===== config.mk =====
export PLATFORM = sky130hd
export DESIGN_NAME = spi_master
export DESIGN_NICKNAME = d
export VERILOG_FILES = /design/src/rtl/spi_pkg.sv /design/src/rtl/spi_clk_div.sv /design/src/rtl/spi_master.sv
export SDC_FILE = /design/constraint.sdc
export NUM_CORES = 1
export LEC_CHECK = 0
export BUFFER_PORTS_ARGS = -buffer_cell sky130_fd_sc_hd__buf_2
export CORE_MARGIN = 5
export CORE_UTILIZATION = 58
export CTS_BUF_LIST = sky130_fd_sc_hd__clkbuf_4 sky130_fd_sc_hd__clkbuf_8
export CTS_CLUSTER_DIAMETER = 100
export DETAILED_ROUTE_END_ITERATION = 16
export PLACE_DENSITY = 0.8
export SLEW_MARGIN = 25
export SYNTH_ARGS = -nofsm -noshare
export SYNTH_HDL_FRONTEND = slang
export SYNTH_SLANG_ARGS = --single-unit

===== constraint.sdc =====
create_clock -name clk100 -period 2.85 [get_ports clk100]
set_input_delay 0 -clock clk100 [delete_from_list [all_inputs] [get_ports clk100]]
set_output_delay 0 -clock clk100 [all_outputs]
set_load 0.005 [all_outputs]

===== src/rtl/spi_pkg.sv =====
// spi_pkg: shared SPI types and default constants for the PL SPI master, slave and their benches.
package spi_pkg;

    typedef enum logic [2:0] {IDLE, SETUP, XFER, NEXT, HOLD} spi_mst_state_t;

    localparam int SPI_CS_W    = 2;
    localparam int SPI_CLK_DIV = 4;
    localparam int SPI_DATA_W  = 8;

endpackage


===== src/rtl/spi_clk_div.sv =====
// spi_clk_div: half-period tick generator; counts 0..DIV-1 while enabled and flags the terminal count.
module spi_clk_div #(
    parameter int DIV = 4
) (
    input  logic clk100,
    input  logic rstn,
    input  logic i_en,
    output logic o_tick
);

    logic [7:0] r_cnt;

    assign o_tick = i_en && (r_cnt == 8'(DIV - 1));

    always_ff @(posedge clk100 or negedge rstn) begin
        if (!rstn) r_cnt <= '0;
        else       r_cnt <= (!i_en || o_tick) ? '0 : r_cnt + 8'd1;
    end

endmodule


===== src/rtl/spi_master.sv =====
// spi_master: mode-0 SPI master serialising a valid/ready word stream onto one of NUM_CS chip selects.
// Define SPI_MASTER_LOOPBACK_EN to add loopback_i, which samples mosi_o in place of miso_i.
module spi_master
    import spi_pkg::*;
#(
    parameter int CLK_DIV = SPI_CLK_DIV,
    parameter int DATA_W  = SPI_DATA_W,
    parameter int NUM_CS  = 3
) (
    input  logic                clk100,
    input  logic                rstn,
    input  logic [DATA_W-1:0]   tx_data_i,
    input  logic                tx_valid_i,
    input  logic                tx_last_i,
    output logic                tx_ready_o,
    input  logic [SPI_CS_W-1:0] cs_sel_i,
    output logic [DATA_W-1:0]   rx_data_o,
    output logic                rx_valid_o,
    output logic                busy_o,
    output logic                sclk_o,
    output logic [NUM_CS-1:0]   csn_o,
    output logic                mosi_o,
`ifdef SPI_MASTER_LOOPBACK_EN
    input  logic                loopback_i,
`endif
    input  logic                miso_i
);

    localparam int EW = $clog2(2 * DATA_W);

    spi_mst_state_t    r_state;
    logic [DATA_W-1:0] r_tx;
    logic [DATA_W-1:0] r_rx;
    logic [DATA_W-1:0] r_rx_data;
    logic [EW-1:0]     r_edge;
    logic [NUM_CS-1:0] r_csn;
    logic              r_last;
    logic              r_sclk;
    logic              r_mosi;
    logic              r_rx_valid;
    logic              r_busy;
    logic              w_tick;
    logic              w_sample;
    logic              w_div_en;

`ifdef SPI_MASTER_LOOPBACK_EN
    assign w_sample = loopback_i ? r_mosi : miso_i;
`else
    assign w_sample = miso_i;
`endif

    // The divider is held at zero while waiting for a word so SETUP always lasts a full half-period.
    assign w_div_en   = (r_state != IDLE) && (r_state != NEXT);
    assign tx_ready_o = rstn && ((r_state == IDLE) || (r_state == NEXT));
    assign rx_data_o  = r_rx_data;
    assign rx_valid_o = r_rx_valid;
    assign busy_o     = r_busy;
    assign sclk_o     = r_sclk;
    assign csn_o      = r_csn;
    assign mosi_o     = r_mosi;

    spi_clk_div #(.DIV(CLK_DIV)) u_div (
        .clk100 (clk100),
        .rstn   (rstn),
        .i_en   (w_div_en),
        .o_tick (w_tick)
    );

    always_ff @(posedge clk100 or negedge rstn) begin
        if (!rstn) begin
            r_state    <= IDLE;
            r_tx       <= '0;
            r_rx       <= '0;
            r_rx_data  <= '0;
            r_edge     <= '0;
            r_csn      <= '1;
            r_last     <= 1'b0;
            r_sclk     <= 1'b0;
            r_mosi     <= 1'b0;
            r_rx_valid <= 1'b0;
            r_busy     <= 1'b0;
        end else begin
            r_rx_valid <= 1'b0;
            unique case (r_state)
                IDLE: if (tx_valid_i) begin
                    r_tx    <= tx_data_i;
                    r_mosi  <= tx_data_i[DATA_W-1];
                    r_last  <= tx_last_i;
                    // An out-of-range index shifts the one out of the vector, leaving all selects high.
                    r_csn   <= ~(NUM_CS'(1) << cs_sel_i);
                    r_busy  <= 1'b1;
                    r_state <= SETUP;
                end
                SETUP: if (w_tick) begin
                    r_edge  <= '0;
                    r_state <= XFER;
                end
                XFER: if (w_tick) begin
                    r_sclk <= ~r_sclk;
                    r_edge <= r_edge + 1'b1;
                    if (!r_sclk) begin
                        r_rx <= {r_rx[DATA_W-2:0], w_sample};
                    end else if (r_edge == EW'(2 * DATA_W - 1)) begin
                        r_rx_data  <= r_rx;
                        r_rx_valid <= 1'b1;
                        r_state    <= r_last ? HOLD : NEXT;
                    end else begin
                        r_tx   <= r_tx << 1;
                        r_mosi <= r_tx[DATA_W-2];
                    end
                end
                NEXT: if (tx_valid_i) begin
                    r_tx    <= tx_data_i;
                    r_mosi  <= tx_data_i[DATA_W-1];
                    r_last  <= tx_last_i;
                    r_state <= SETUP;
                end
                HOLD: if (w_tick) begin
                    r_csn   <= '1;
                    r_busy  <= 1'b0;
                    r_mosi  <= 1'b0;
                    r_state <= IDLE;
                end
                default: r_state <= IDLE;
            endcase
        end
    end

endmodule


==> metrics <==
gr ovfl total=0; dominant cell type by area after synthesis=dfrtp_1; clock sink count=46; critical path arrival=2.72 ns; Worst Path Max Fanout=7; R2R setup slack=0.33 ns; post-CTS setup buffer count=0; average wire per standard cell=15.8 um; share of layout cells above drive strength 1=35.7%; largest net degree at the start of global routing=33; Post-synth top cells=dfrtp_1 (43), mux2_2 (32), nor2_1 (13), nand2_1 (10), inv_1 (8); Synth top area share=47.8%; grt peak-use layer=met2; Seq. cell area=1150 sq um; critical path endpoint=r_tx[2]; critical path class=flip-flop to flip-flop; Skew-Pair Late Insertion Delay=0.31 ns; GR Util met3=5.40%; Mean Syn Cell Area=11.6 sq um; via density per instance=5.81; GR met1 Demand/Resource=26.7%; DPL Wire Length=3230 um; clock buffer depth=2; Die Wd=72.3 um; Reg2Reg Depth=5; unique cell type count in the Yosys netlist=47; Fillers=260; Sum Neg Setup Slack=0 ns; total track usage=19.5%; Worst VDD drop=0.518 mV; DRT antenna net count=0; routed wire length=4490 um; nets@finish=251; Overall Power=2.47 mW; Seq cells post-synth=46; Multi-input gate area=1040 sq um; pwr dens=931 nW/um^2; vias in the first global route=1659; P_leak=1.25 nW; most numerous cell in the Yosys netlist=dfrtp_1; Clock Pin Slew Worst Setup and Hold Paths=0.09 ns; CTS root buffer=clkbuf_8; Synth async-reset ratio=100%; die height=72.3 um; GRT met2 Usage=29.6%; CTS H-tree depth=2; Period minus WS final=2.52 ns; first-pass GRT wire length=7920 um; top post-synthesis cells by area=dfrtp_1 (48%), mux2_2 (16%), dfstp_2 (3.5%); maximum clock frequency=396 MHz; yosys synthesis warning count=0; Pre-antenna DRT Iters=4; CTS tree=built; TritonCTS Buffers=5; Gate Count Post-Synth=194; max_slew headroom=45.4%; synthesized area=2250 sq um; post-layout util=71.3%; area grow syn2layout=17.7%; Die ar.=5230 sq um; Reg-to-Reg Start=u_div.r_cnt[0]; first-iteration detailed-routing DRC count=176; max-cap violations=0; Worst Setup SP=u_div.r_cnt[0]; RSZ-0062 raised after global routing=no; CORE AREA=3720 sq um; register area share after synthesis=51.3%; row count=22; Post-synth EDFFs=0; worst path required time=3.04 ns; Post-synth top flop=dfrtp_1; Period Utilization, post-route=88.5%; worst hold path type=input pin to flip-flop; clock skew=0.00904 ns; IO Pins=31; status=complete, no violations; CP startpoint kind=flip-flop; fin. max-slew vios=0; Crit. End Element=flip-flop; Final Hold Viols=0; # setup viols final=0; PortBufs=30; Synthesized Nets=211; Vias=1644; initial core utilization=60.6%; gpl congestion=0.825; worst-margin pin slew=0.819 ns; reg2reg end=r_tx[2]; Residual DRC=0; initial antenna violation count=0; Ant. Diodes=0
[worst min path at each step]
stage	startpoint	endpoint	depth (start not counted)
global placement	rstn	u_div.r_cnt[2]	1
detailed placement	rstn	u_div.r_cnt[4]	1
finish	tx_data_i[6]	r_tx[6]	3
floorplan	rstn	busy_o	0
global route	tx_data_i[6]	r_tx[6]	3
CTS	tx_data_i[6]	r_tx[6]	3
[repair_timing]
item	CTS	global route
resized for setup	0	1
setup endpoints to repair	0	1
endpoints found under the hold margin	20	0
hold buffers	7	0
[area by class of cell]
class / count / area share [%]
clock buffers: 6 / 2.88
flip-flops and latches: 46 / 43.6
clock inverters: 2 / 1.42
inverters: 8 / 1.13
repair buffers: 41 / 9.44
well taps: 48 / 2.27
multi-input cells: 132 / 39.3
[layout by cell type (no fill, tap or decap), types with 2 or more instances in the layout]
cell type / instances
a21oi_1: 4
a22oi_1: 3
a2bb2oi_1: 3
and3_1: 3
buf_2: 30
buf_4: 4
clkbuf_8: 5
dfrtp_1: 43
dfstp_2: 3
dlygate4sd3_1: 7
ha_1: 2
inv_1: 8
mux2_2: 32
mux2i_1: 3
nand2_1: 10
nand3_1: 7
nor2_1: 13
nor2b_1: 2
nor3_1: 3
nor3b_1: 2
nor4_2: 2
o21ai_0: 7
o2bb2ai_1: 2
o31ai_1: 2
xnor2_1: 2
xor2_1: 6
[cells by family (layout without fill, tap and decap cells)]
logic type,after synthesis,in the layout,share of synthesized area (%)
buffers and inverters,16,57,2.72
flip-flops,46,46,51.3
AND/OR/NAND/NOR,52,52,12.7
XOR/XNOR,8,8,3.11
multiplexers,35,35,17.3
AO/OA/AOI/OAI,35,35,11.8
adder cells (fa/ha/maj),2,2,1.11
[metal layers]
layer / vias to the layer above / share of wire, %
li1: 787 / -
met5: - / 0
met2: 46 / 48
met4: 0 / 1.6
met3: 8 / 6.1
met1: 803 / 45
[state kept, by name (all words and copies together), names as in the netlist]
name         count
r_state          3
csn_o            3
rx_data_o        8
rx_valid_o       1
sclk_o           1
r_rx             8
r_last           1
busy_o           1
mosi_o           1
u_div.r_cnt      8
r_edge           4
r_tx             7
[metrics by stage]
| step | instances | setup WS (ns) | instance area (sq um) | hold WS, ns |
|---|---|---|---|---|
| 6_report | 283 | 0.327 | 2650 | 0.0510 |
| 4_1_cts | 283 | 0.244 | 2650 | 0.0468 |
| 5_1_grt | 283 | 0.0856 | 2650 | 0.0502 |
| 3_3_place_gp | 268 | 0.393 | 2460 | -0.0746 |
| 3_5_place_dp | 268 | 0.342 | 2460 | -0.0665 |
| 2_1_floorplan | 194 | 0.491 | 2250 | -0.296 |
[critical path, cell delays in order, from the launching register on]
cell	delay (ns)
dfrtp_1	0.41
ha_1	0.25
or3b_2	0.50
or3_4	0.41
a211oi_4	0.45
mux2_2	0.38
[power by group]
part,internal [mW],switching (mW)
combinational,0.505,0.471
clock,0.271,0.219
sequential,0.816,0.184
Power figures use the tool's default switching activity.
